$ cat config.mk
export PLATFORM = sky130hd
export DESIGN_NAME = clk_rst_seq_flat
export DESIGN_NICKNAME = d
export VERILOG_FILES = /design/src/rtl/clk_rst_seq_if.sv /design/src/rtl/clk_rst_seq.sv /design/src/flat_wrapper.sv
export SDC_FILE = /design/constraint.sdc
export NUM_CORES = 1
export LEC_CHECK = 0
export CORE_ASPECT_RATIO = 0.9
export CORE_MARGIN = 2
export CORE_UTILIZATION = 63
export DETAILED_ROUTE_END_ITERATION = 12
export PLACE_DENSITY = 0.85
export SLEW_MARGIN = 15
export SYNTH_ARGS = -nofsm -noshare
export SYNTH_HDL_FRONTEND = slang
export SYNTH_SLANG_ARGS = --single-unit
$ cat constraint.sdc
create_clock -name i_clk -period 5.9 [get_ports i_clk]
set_clock_uncertainty 0.2 [all_clocks]
set_input_delay 1.18 -clock i_clk [delete_from_list [all_inputs] [get_ports i_clk]]
set_output_delay 1.18 -clock i_clk [all_outputs]
set_load 0.05 [all_outputs]
$ cat src/rtl/clk_rst_seq_if.sv
// rtl/clk_rst_seq_if.sv - lock/retry inputs and reset/status outputs of clk_rst_seq
interface clk_rst_seq_if;
    logic       i_locked;
    logic       i_retry;
    logic       o_mmcm_reset;
    logic       o_sys_reset;
    logic       o_ready;
    logic       o_fault;
    logic [7:0] o_relock_count;
    logic [2:0] o_state;

    modport master (
        output i_locked,
        output i_retry,
        input  o_mmcm_reset,
        input  o_sys_reset,
        input  o_ready,
        input  o_fault,
        input  o_relock_count,
        input  o_state
    );

    modport slave (
        input  i_locked,
        input  i_retry,
        output o_mmcm_reset,
        output o_sys_reset,
        output o_ready,
        output o_fault,
        output o_relock_count,
        output o_state
    );
endinterface

$ cat src/rtl/clk_rst_seq.sv
// rtl/clk_rst_seq.sv - MMCM reset/lock supervisor releasing the system reset on stable lock
module clk_rst_seq #(
    parameter int SYNC_STAGES         = 2,
    parameter int MMCM_RST_CYCLES     = 8,
    parameter int LOCK_TIMEOUT_CYCLES = 65536,
    parameter int LOCK_STABLE_CYCLES  = 1024,
    parameter int RST_HOLD_CYCLES     = 16,
    parameter int MAX_RETRIES         = 3
) (
    input  logic         i_clk,
    input  logic         i_reset,
    clk_rst_seq_if.slave bus
);
    localparam int RST_W = (MMCM_RST_CYCLES > 1) ? $clog2(MMCM_RST_CYCLES) : 1;
    localparam int TO_W  = (LOCK_TIMEOUT_CYCLES > 1) ? $clog2(LOCK_TIMEOUT_CYCLES) : 1;
    localparam int STB_W = (LOCK_STABLE_CYCLES > 1) ? $clog2(LOCK_STABLE_CYCLES) : 1;
    localparam int HLD_W = (RST_HOLD_CYCLES > 1) ? $clog2(RST_HOLD_CYCLES) : 1;
    localparam int RTY_W = $clog2(MAX_RETRIES + 1);

    localparam logic [RST_W-1:0] RST_LAST = RST_W'(MMCM_RST_CYCLES - 1);
    localparam logic [TO_W-1:0]  TO_LAST  = TO_W'(LOCK_TIMEOUT_CYCLES - 1);
    localparam logic [STB_W-1:0] STB_LAST = STB_W'(LOCK_STABLE_CYCLES - 1);
    localparam logic [HLD_W-1:0] HLD_LAST = HLD_W'(RST_HOLD_CYCLES - 1);
    localparam logic [RTY_W-1:0] RTY_MAX  = RTY_W'(MAX_RETRIES);

    typedef enum logic [2:0] {
        ST_MMCM_RST  = 3'd0,
        ST_WAIT_LOCK = 3'd1,
        ST_STABLE    = 3'd2,
        ST_HOLD      = 3'd3,
        ST_RUN       = 3'd4,
        ST_FAULT     = 3'd5
    } state_t;

    state_t                 state_q, state_d;
    logic [SYNC_STAGES-1:0] sync_q, sync_d;
    logic [RST_W-1:0]       rst_cnt_q, rst_cnt_d;
    logic [TO_W-1:0]        to_cnt_q, to_cnt_d;
    logic [STB_W-1:0]       stb_cnt_q, stb_cnt_d;
    logic [HLD_W-1:0]       hld_cnt_q, hld_cnt_d;
    logic [RTY_W-1:0]       retry_q, retry_d;
    logic [RTY_W-1:0]       retry_inc;
    logic [7:0]             relock_q, relock_d;
    logic                   mmcm_reset_q, mmcm_reset_d;
    logic                   sys_reset_q, sys_reset_d;
    logic                   ready_q, ready_d;
    logic                   fault_q, fault_d;
    logic                   locked_s;

    assign locked_s = sync_q[SYNC_STAGES-1];

    always_comb begin
        sync_d = {sync_q[SYNC_STAGES-2:0], bus.i_locked};
    end

    always_comb begin
        state_d   = state_q;
        rst_cnt_d = rst_cnt_q;
        to_cnt_d  = to_cnt_q;
        stb_cnt_d = stb_cnt_q;
        hld_cnt_d = hld_cnt_q;
        retry_d   = retry_q;
        relock_d  = relock_q;
        retry_inc = retry_q + RTY_W'(1);

        case (state_q)
            ST_MMCM_RST: begin
                to_cnt_d = '0;
                if (rst_cnt_q == RST_LAST) begin
                    state_d   = ST_WAIT_LOCK;
                    rst_cnt_d = '0;
                end else begin
                    rst_cnt_d = rst_cnt_q + RST_W'(1);
                end
            end
            ST_WAIT_LOCK: begin
                // lock takes priority over a timeout landing on the same cycle
                if (locked_s) begin
                    state_d   = ST_STABLE;
                    stb_cnt_d = '0;
                end else if (to_cnt_q == TO_LAST) begin
                    retry_d   = retry_inc;
                    rst_cnt_d = '0;
                    state_d   = (retry_inc == RTY_MAX) ? ST_FAULT : ST_MMCM_RST;
                end else begin
                    to_cnt_d = to_cnt_q + TO_W'(1);
                end
            end
            ST_STABLE: begin
                // timeout timer is frozen here, so glitches cannot reset the lock deadline
                if (!locked_s) begin
                    state_d = ST_WAIT_LOCK;
                end else if (stb_cnt_q == STB_LAST) begin
                    state_d   = ST_HOLD;
                    hld_cnt_d = '0;
                end else begin
                    stb_cnt_d = stb_cnt_q + STB_W'(1);
                end
            end
            ST_HOLD: begin
                if (!locked_s) begin
                    state_d = ST_WAIT_LOCK;
                end else if (hld_cnt_q == HLD_LAST) begin
                    state_d = ST_RUN;
                    retry_d = '0;
                end else begin
                    hld_cnt_d = hld_cnt_q + HLD_W'(1);
                end
            end
            ST_RUN: begin
                if (!locked_s) begin
                    state_d   = ST_MMCM_RST;
                    rst_cnt_d = '0;
                    if (relock_q != 8'hFF) begin
                        relock_d = relock_q + 8'd1;
                    end
                end
            end
            ST_FAULT: begin
                if (bus.i_retry) begin
                    state_d   = ST_MMCM_RST;
                    rst_cnt_d = '0;
                    retry_d   = '0;
                end
            end
            default: begin
                state_d   = ST_MMCM_RST;
                rst_cnt_d = '0;
            end
        endcase

        mmcm_reset_d = (state_d == ST_MMCM_RST);
        sys_reset_d  = (state_d != ST_RUN);
        ready_d      = (state_d == ST_RUN);
        fault_d      = (state_d == ST_FAULT);
    end

    always_ff @(posedge i_clk or posedge i_reset) begin
        if (i_reset) begin
            state_q      <= ST_MMCM_RST;
            sync_q       <= '0;
            rst_cnt_q    <= '0;
            to_cnt_q     <= '0;
            stb_cnt_q    <= '0;
            hld_cnt_q    <= '0;
            retry_q      <= '0;
            relock_q     <= '0;
            mmcm_reset_q <= 1'b1;
            sys_reset_q  <= 1'b1;
            ready_q      <= 1'b0;
            fault_q      <= 1'b0;
        end else begin
            state_q      <= state_d;
            sync_q       <= sync_d;
            rst_cnt_q    <= rst_cnt_d;
            to_cnt_q     <= to_cnt_d;
            stb_cnt_q    <= stb_cnt_d;
            hld_cnt_q    <= hld_cnt_d;
            retry_q      <= retry_d;
            relock_q     <= relock_d;
            mmcm_reset_q <= mmcm_reset_d;
            sys_reset_q  <= sys_reset_d;
            ready_q      <= ready_d;
            fault_q      <= fault_d;
        end
    end

    assign bus.o_mmcm_reset   = mmcm_reset_q;
    assign bus.o_sys_reset    = sys_reset_q;
    assign bus.o_ready        = ready_q;
    assign bus.o_fault        = fault_q;
    assign bus.o_relock_count = relock_q;
    assign bus.o_state        = state_q;
endmodule

$ cat src/flat_wrapper.sv
// flat-port wrapper written by rule: the top's interface ports become plain ports
module clk_rst_seq_flat 
#(
    parameter int SYNC_STAGES         = 2,
    parameter int MMCM_RST_CYCLES     = 8,
    parameter int LOCK_TIMEOUT_CYCLES = 65536,
    parameter int LOCK_STABLE_CYCLES  = 1024,
    parameter int RST_HOLD_CYCLES     = 16,
    parameter int MAX_RETRIES         = 3
)
  (i_clk, i_reset, bus_i_locked, bus_i_retry, bus_o_mmcm_reset, bus_o_sys_reset, bus_o_ready, bus_o_fault, bus_o_relock_count, bus_o_state);
  clk_rst_seq_if bus_i ();
  input  logic i_clk;
  input  logic i_reset;
  input wire logic [$bits(bus_i.i_locked)-1:0] bus_i_locked;
  input wire logic [$bits(bus_i.i_retry)-1:0] bus_i_retry;
  output wire logic [$bits(bus_i.o_mmcm_reset)-1:0] bus_o_mmcm_reset;
  output wire logic [$bits(bus_i.o_sys_reset)-1:0] bus_o_sys_reset;
  output wire logic [$bits(bus_i.o_ready)-1:0] bus_o_ready;
  output wire logic [$bits(bus_i.o_fault)-1:0] bus_o_fault;
  output wire logic [$bits(bus_i.o_relock_count)-1:0] bus_o_relock_count;
  output wire logic [$bits(bus_i.o_state)-1:0] bus_o_state;
  assign bus_i.i_locked = bus_i_locked;
  assign bus_i.i_retry = bus_i_retry;
  assign bus_o_mmcm_reset = bus_i.o_mmcm_reset;
  assign bus_o_sys_reset = bus_i.o_sys_reset;
  assign bus_o_ready = bus_i.o_ready;
  assign bus_o_fault = bus_i.o_fault;
  assign bus_o_relock_count = bus_i.o_relock_count;
  assign bus_o_state = bus_i.o_state;
  clk_rst_seq #(.SYNC_STAGES(SYNC_STAGES), .MMCM_RST_CYCLES(MMCM_RST_CYCLES), .LOCK_TIMEOUT_CYCLES(LOCK_TIMEOUT_CYCLES), .LOCK_STABLE_CYCLES(LOCK_STABLE_CYCLES), .RST_HOLD_CYCLES(RST_HOLD_CYCLES), .MAX_RETRIES(MAX_RETRIES)) u_core (.i_clk(i_clk), .i_reset(i_reset), .bus(bus_i));
endmodule
Word-level counts from Yosys, hierarchy flattened
Index checks and enable logic that the tools add are counted.
{"block": "word_totals", "regBits": 52, "latchBits": 0, "ramBits": 0, "rom_bits": 0, "input_bits": 4, "output_inout_bits": 15, "elab_cells": 94, "memories": 0}
{"block": "op_classes", "addsub": 6, "multipliers": 0, "div": 0, "order_cmp": 0, "n_eq_ne": 26, "n_shift": 0, "mux": 35, "n_bitwise": 2, "n_reduce_logical": 13}
{"operator": "2-to-1 mux 3 bit", "count": 15}
{"operator": "2-to-1 mux 16 bit", "count": 2}
{"operator": "one-hot mux 16 bit (2 select lines)", "count": 1}
{"operator": "2-to-1 mux 10 bit", "count": 3}
{"operator": "one-hot mux 10 bit (2 select lines)", "count": 1}
{"operator": "one-hot mux 3 bit (6 select lines)", "count": 1}
{"operator": "adder 16 x 1 -> 16 bit, second input constant", "count": 1}
{"operator": "equality test 16 bit, second input constant", "count": 1}
{"operator": "2-to-1 mux 4 bit", "count": 4}
{"operator": "equality test 3 bit, second input constant", "count": 5}
{"operator": "one-hot mux 3 bit (5 select lines)", "count": 1}
{"operator": "!= test 2 x 1 -> 1 bit, second input constant", "count": 6}
{"operator": "!= test 2 bit, second input constant", "count": 6}
{"operator": "adder 10 x 1 -> 10 bit, second input constant", "count": 1}
{"operator": "equality test 10 bit, second input constant", "count": 1}
{"operator": "2-to-1 mux 2 bit", "count": 5}
{"operator": "AND reduction 5 bit", "count": 2}
{"operator": "adder 8 x 1 -> 8 bit, second input constant", "count": 1}
{"operator": "!= test 8 bit, second input constant", "count": 1}
{"operator": "one-hot mux 4 bit (2 select lines)", "count": 1}
{"operator": "equality test 3 x 2 -> 1 bit, second input constant", "count": 2}
{"operator": "logical NOT 3 bit", "count": 2}
{"operator": "one-hot mux 2 bit (3 select lines)", "count": 1}
{"operator": "AND reduction 3 bit", "count": 2}
{"operator": "other kinds (13)", "count": 16}

Logic depth before layout (Yosys ltp)
Gate-level depths: netlist of run 1.
{"block": "logic_depth", "depth_word": 7, "depth_mapped": 7, "ltp_nobuf": 7}

Worst setup path before layout of run 1
OpenSTA, ideal clock, no wires.
{"block": "synth_timing", "kind": "register -> register", "start": "register u_core.state_q[2] (netlist: u_core.bus.o_state[2])", "end": "register u_core.to_cnt_q[14]", "setup_ps": 78, "t_arrival_ps": 2105, "t_required_ps": 5622, "setup_slack_ps": 3518, "stages_incl_launch_ff": 7, "path_buffers": 2, "synth_period_minus_slack_ps": 2382, "cell_sequence": "dfrtp_1 -> or3_1 -> buf_2 -> or3_1 -> clkbuf_2 -> or4_1 -> a21oi_1"}
{"block": "synth_via", "elab_chain_len": 3, "word_cells_on_any_way": 7, "cone_classes": "3 x eq/ne; 1 x mux; 3 x reduce/logical"}
{"item": "from (decl)", "line": "clk_rst_seq.sv:35", "rtl": "state_t state_q, state_d;"}
{"item": "from (signal assigned)", "line": "clk_rst_seq.sv:153", "rtl": "state_q <= state_d;"}
{"item": "equality test 3 x 1 -> 1 bit / logical NOT 3 bit (equally long branches)", "line": "clk_rst_seq.sv:66", "rtl": "case (state_q)"}
{"item": "!= test 2 bit (no line) / nonzero test 2 bit (equally long branches)"}
{"item": "AND reduction 3 bit (no line)"}
{"item": "to (signal assigned)", "line": "clk_rst_seq.sv:156", "rtl": "to_cnt_q <= to_cnt_d;"}
{"item": "to (decl)", "line": "clk_rst_seq.sv:38", "rtl": "logic [TO_W-1:0] to_cnt_q, to_cnt_d;"}
Parallel ways exist; a longest one is shown, timed or not.
A chain may end at the register's enable or synchronous reset.

Worst setup path after layout of run 1
{"block": "layout_timing", "start": "register u_core.state_q[1] (netlist: u_core.bus.o_state[1])", "end": "output bus_o_state[1]"}
{"item": "to (decl)", "line": "flat_wrapper.sv:22", "rtl": "output wire logic [$bits(bus_i.o_state)-1:0] bus_o_state;"}
No word-level cell between the ends.

==> qor.csv, run 1 <==
metric,value,unit
outcome,completed,
TritonCTS clock tree,yes,
Area contributors post-synth,"dfrtp_1, xnor2_1, nor2_1",
"CP delay by family, top",buffers and inverters,
NumNets Final,308,
die width,72.7,um
min cycle time layout,3390,ps
H-tree depth,2,
core area,0.00407,mm2
worst hold margin,173,ps
Hold Path Stages,0,
Mapped Area,0.00267,mm2
hold path endpoint,u_core.sync_q[1],
number of buffers created by CTS,5,
Total GRT Usage,24.6,%
"Reg clk slew, reported paths",100,ps
Mean Syn Cell Area,9.51,um2
critical path's slowest cell,clkdlybuf4s50_1,
crit path buf inv count,1,
delay of the slowest cell on the worst path,930,ps
Final setup violation count,0,
Fin Setup TNS,0,ps
DRT Wirelength,5120,um
remaining global-route overflow,0,
Max Slew Vio Count,0,
Tcrit/Tclk final,57.5,%
Main synth FF type,dfrtp_1,
Synth async-reset ratio,100,%
layout cells sized above 1,6.04,%
hold crit path type,flip-flop to flip-flop,
first-pass GRT wire length,9160,um
sequential fraction of the synthesis area,48.8,%
path depth of the worst reg2reg path,4,
remaining antenna violation count,0,
Power per Cell Area,295,mW/mm2
"EDFF count, synth",0,
initial drt markers,138,
CTS resizes,0,
total power,881,uW
Synth Instances,281,
reg2reg start,u_core.bus.o_state[1],
DR pass1 iterations,4,
IO buf count,18,
Non-Filler Instances,346,
DR vias/cell,6.05,
fill count,324,
"count leader, synth",dfrtp_1,
required time worst endpoint,4520,ps
clk buf depth,2,
Placed Cells,338,
beginning of the worst hold path,u_core.sync_q[0],
final hold vios,0,
Yosys reg bits,52,
synth unique cells,46,
DRC errors left,0,
die height,65.8,um
initial antenna violation count,0,
fin area,0.00298,mm2
Initial Utilization,65.6,%
Ports,19,
# Max-Cap Violations,0,
CP max FO,24,
R2R Setup Slk,3310,ps
Clock Sinks,52,
Worst setup EP type,output pin,
Critical Path AT,2010,ps
Peak supply drop,0.242,mV
Synth top cells by count,"dfrtp_1, nor2_1, nand2_1",
"Cell Chain, Critical Path",clkdlybuf4s50_1,
Worst-Margin Slew,853,ps
"Clk Latency, worst-skew pair",320,ps
Routed wire per std cell,14.8,um
RR Endpoint,u_core.hld_cnt_q[1],
num rows,22,
Static Leak,1.23,nW
total number of yosys warnings,0,
DIE AREA,0.00478,mm2
CP Launch Type,flip-flop,
vias in the first global route,2063,
Vias,2092,
hpwl dp,3580,um
pin count of the biggest net entering global routing,53,
# hold bufs at CTS,0,
Synth top area share,46.8,%
Routability Congestion,0.848,
FMAX,295,MHz
synthesis-to-finish area growth,11.7,%
crit path kind,flip-flop to output pin,
CTS Root Cell,clkbuf_8,
Syn Nets,292,
RSZ-0062 raised after global routing,false,
# diodes,0,
Synth area leader,dfrtp_1,
max_slew headroom,43.1,%
Post-Place Cell Area,0.00288,mm2
postcts setup bufs,0,
-- metrics by stage --
step / utilization (%) / worst slack [ps]
global placement: 70.8 / 2880
detailed placement: 70.8 / 2870
CTS: 73.1 / 2520
finish: 73.2 / 2510
floorplan: - / 3270
global route: 73.2 / 2450
-- area by class of cell --
| cell class | instances | area (um2) | area share (%) |
|---|---|---|---|
| Tap cell | 48 | 60.1 | 2.01 |
| Multi-Input combinational cell | 210 | 1300 | 43.6 |
| Inverter | 8 | 31.3 | 1.05 |
| Clock buffer | 7 | 86.3 | 2.89 |
| Timing Repair Buffer | 20 | 195 | 6.54 |
| Clock inverter | 1 | 7.51 | 0.252 |
| Sequential cell | 52 | 1300 | 43.7 |
-- worst max path at each step --
stage | from | to | slack (ps) | cells past startpoint
floorplan | i_reset | u_core.bus.o_fault | 3270 | 1
global placement | u_core.bus.o_state[1] | bus_o_state[1] | 2880 | 1
detailed placement | u_core.bus.o_state[1] | bus_o_state[1] | 2870 | 1
CTS | u_core.bus.o_state[1] | bus_o_state[1] | 2520 | 1
global route | u_core.bus.o_state[1] | bus_o_state[1] | 2450 | 1
finish | u_core.bus.o_state[1] | bus_o_state[1] | 2510 | 1
-- cells by family (layout without fill, tap and decap cells) --
family                   after synthesis  after routing  synth area share [%]
AO/OA/AOI/OAI                         38             38                  9.27
XOR/XNOR                              27             27                  8.85
adder cells (fa/ha/maj)                7              7                  3.28
buffers and inverters                 19             36                  2.81
flip-flops                            52             52                  48.8
multiplexers                           3              3                  1.22
AND/OR/NAND/NOR                      135            135                  25.8
-- state kept, by name, summed over array words and instances (netlist names) --
register	flops
u_core.bus.o_mmcm_reset	1
u_core.bus.o_ready	1
u_core.bus.o_sys_reset	1
u_core.stb_cnt_q	10
u_core.rst_cnt_q	3
u_core.bus.o_state	3
u_core.hld_cnt_q	4
u_core.bus.o_fault	1
u_core.sync_q	2
u_core.retry_q	2
u_core.to_cnt_q	16
u_core.bus.o_relock_count	8
-- layout by cell type, fill, tap and decap left out, types with 2 or more instances in the layout --
| cell type | n |
|---|---|
| a21oi_1 | 6 |
| nand2b_1 | 3 |
| a31oi_1 | 3 |
| nand2_1 | 26 |
| and4_1 | 2 |
| nor2_1 | 32 |
| clkbuf_8 | 6 |
| a22o_1 | 2 |
| a41o_1 | 2 |
| or3_1 | 3 |
| xor2_1 | 4 |
| and2_1 | 2 |
| nor3_1 | 13 |
| inv_1 | 7 |
| clkdlybuf4s50_1 | 18 |
| and3_1 | 4 |
| mux2_2 | 2 |
| dfstp_2 | 2 |
| o21ai_0 | 14 |
| buf_4 | 2 |
| xnor2_1 | 23 |
| nor3b_1 | 2 |
| nor2b_1 | 4 |
| dfrtp_1 | 50 |
| nand3_1 | 17 |
| or3b_2 | 2 |
| a2111oi_0 | 3 |
| nor4_1 | 6 |
| or4_1 | 2 |
| nor4b_1 | 2 |
| ha_1 | 7 |
| nand4_1 | 10 |
-- per-layer routing --
layer  global-route usage [%]  vias up  wire, um
li1                         -     1036         -
met1                     34.7      986      2490
met2                     38.1       62      2280
met3                     4.73        8       262
met4                     8.56        0        79
met5                        0        -         0
-- power by group --
group / internal (mW) / leakage [nW] / switching (mW)
combinational: 0.0842 / 0.480 / 0.138
clock: 0.0955 / 0.0445 / 0.118
sequential: 0.394 / 0.703 / 0.0514
Power figures use the tool's default switching activity.
==> inputs of run 2 (changes only) <==
--- a/config.mk
+++ b/config.mk
@@ -7,9 +7,9 @@
 export LEC_CHECK = 0
 export CORE_ASPECT_RATIO = 0.9
 export CORE_MARGIN = 2
-export CORE_UTILIZATION = 63
+export CORE_UTILIZATION = 53
 export DETAILED_ROUTE_END_ITERATION = 12
-export PLACE_DENSITY = 0.85
+export PLACE_DENSITY = 0.76
 export SLEW_MARGIN = 15
 export SYNTH_ARGS = -nofsm -noshare
 export SYNTH_HDL_FRONTEND = slang
==> constraint.sdc (replaced) <==
create_clock -name i_clk -period 2.9 [get_ports i_clk]
set_clock_uncertainty 0.2 [all_clocks]
set_input_delay 0.58 -clock i_clk [delete_from_list [all_inputs] [get_ports i_clk]]
set_output_delay 0.58 -clock i_clk [all_outputs]
set_load 0.05 [all_outputs]
==> run 2 against run 1 <==
Net effect: combinational power rose by 120%; register-to-register slack got worse by 2800 ps; worst hold slack got worse by 14 ps; critical path depth did not move; sequential power rose by 95%; clock power rose by 99%; critical path type unchanged; critical endpoint is now bus_o_state[2]; largest cell class unchanged; highest routed layer unchanged.
==> qor.csv, run 2 (same netlist as run 1, synthesis figures left out) <==
metric,value,unit
# diodes,0,
initial drt markers,149,
TritonCTS clock tree,yes,
number of buffers created by CTS,5,
Worst-Margin Slew,597,ps
postcts setup bufs,0,
Routability Congestion,0.799,
Static Leak,1.25,nW
die height,71.4,um
"Reg clk slew, reported paths",90,ps
final hold vios,0,
multi-input logic area,0.00129,mm2
CTS resizes,0,
vias in the first global route,1909,
"commonest non-fill, non-tap cell in the layout",dfrtp_1,
Power per Cell Area,586,mW/mm2
required time worst endpoint,2120,ps
outcome,completed,
fill count,428,
die width,78.9,um
initial antenna violation count,0,
# Max-Cap Violations,0,
Fin Setup TNS,0,ps
synthesis-to-finish area growth,13.9,%
remaining global-route overflow,0,
first-pass GRT wire length,8780,um
max_slew headroom,59.9,%
Critical Path AT,1830,ps
critical path's slowest cell,clkdlybuf4s50_1,
CTS Root Cell,clkbuf_8,
Tcrit/Tclk final,90.2,%
DRT Wirelength,4910,um
hold crit path type,flip-flop to flip-flop,
DIE AREA,0.00563,mm2
# hold bufs at CTS,0,
CP max FO,17,
pin count of the biggest net entering global routing,33,
num rows,24,
clk buf depth,2,
H-tree depth,2,
crit path buf inv count,1,
most frequent cells in the layout,"dfrtp_1, nor2_1, nand2_1",
crit path kind,flip-flop to output pin,
Ports,19,
Clock Sinks,52,
RSZ-0062 raised after global routing,false,
Total GRT Usage,19.7,%
DR vias/cell,5.63,
core area,0.00486,mm2
Vias,2068,
"Clk Latency, worst-skew pair",300,ps
FMAX,382,MHz
layout cells sized above 1,7.28,%
Worst setup EP type,output pin,
DRC errors left,0,
CP Launch Type,flip-flop,
IO buf count,18,
remaining antenna violation count,0,
Final setup violation count,0,
Max Slew Vio Count,0,
worst hold margin,160,ps
min cycle time layout,2610,ps
NumNets Final,312,
Initial Utilization,54.9,%
DR pass1 iterations,4,
max reg flops,16,
hpwl dp,3520,um
"Cell Chain, Critical Path",clkdlybuf4s50_1,
delay of the slowest cell on the worst path,910,ps
Peak supply drop,0.509,mV
FF/Latch Area,0.00130,mm2
Routed wire per std cell,13.4,um
"CP delay by family, top",buffers and inverters,
"Most flops, register",u_core.to_cnt_q,
-- run 2: changes by cell type in the layout (fill, tap and decap cells not counted), sizes merged --
cell      change
inv           +1
clkinv        -1
clkbuf        -1
clkinvlp      +1
buf           +4
-- run 2: final cells by class --
type	count	share of cell area, %
multi-input cells	210	42.5
repair buffers	24	7.81
well taps	65	2.67
clock inverters	2	0.493
clock buffers	6	2.71
flip-flops and latches	52	42.8
inverters	8	0.986
-- run 2: power by group --
part | leakage [nW] | internal [mW] | switching [mW]
clock | 0.0434 | 0.193 | 0.233
combinational | 0.505 | 0.182 | 0.308
sequential | 0.703 | 0.802 | 0.0651
total | 1.25 | 1.18 | 0.606
-- run 2: worst paths after layout --
check,slack (ps),to,cells after the start,startpoint
max,290,bus_o_state[2],1,u_core.bus.o_state[2]
min,160,u_core.sync_q[1],0,u_core.sync_q[0]
max reg2reg,540,u_core.to_cnt_q[14],4,u_core.bus.o_state[2]
min reg2reg,160,u_core.sync_q[1],0,u_core.sync_q[0]
max in group asynchronous,1520,u_core.bus.o_sys_reset,3,i_reset
min in group asynchronous,400,u_core.stb_cnt_q[6],2,i_reset
-- run 2: worst reg2reg max path, delay by kind of cell, from the launching register on --
| kind | cells | cell delay (ps) |
|---|---|---|
| and+or+nand+nor | 3 | 1400 |
| AOI/OAI and AO/OA | 1 | 150 |
| DFF | 1 | 550 |
-- run 2: metrics by stage --
step / cell area, um2 / power (mW) / cells / setup slack (ps) / util, %
2_1_floorplan: 2670 / 1.23 / 281 / 518 / -
3_3_place_gp: 2950 / 1.36 / 359 / 613 / 60.6
3_5_place_dp: 2950 / 1.37 / 359 / 589 / 60.6
4_1_cts: 3040 / 1.80 / 367 / 295 / 62.6
5_1_grt: 3040 / 1.90 / 367 / 155 / 62.6
6_report: 3040 / 1.78 / 367 / 285 / 62.6
-- run 2: per-layer routing --
layer	vias up	wire [um]	GRT usage, %
li1	1038	-	-
met1	983	2560	29.8
met2	38	2050	28.1
met3	9	222	4.28
met4	0	78	7.28
met5	-	0	0
==> inputs of run 3 (changes only) <==
--- a/config.mk
+++ b/config.mk
@@ -8,6 +8,7 @@
 export CORE_ASPECT_RATIO = 0.9
 export CORE_MARGIN = 2
 export CORE_UTILIZATION = 53
+export CTS_BUF_LIST = sky130_fd_sc_hd__clkbuf_4 sky130_fd_sc_hd__clkbuf_8 sky130_fd_sc_hd__clkbuf_16
 export DETAILED_ROUTE_END_ITERATION = 12
 export PLACE_DENSITY = 0.76
 export SLEW_MARGIN = 15
==> results of run 3 <==
Same layout as run 2: the final DEF is identical, and so are final timing and power.
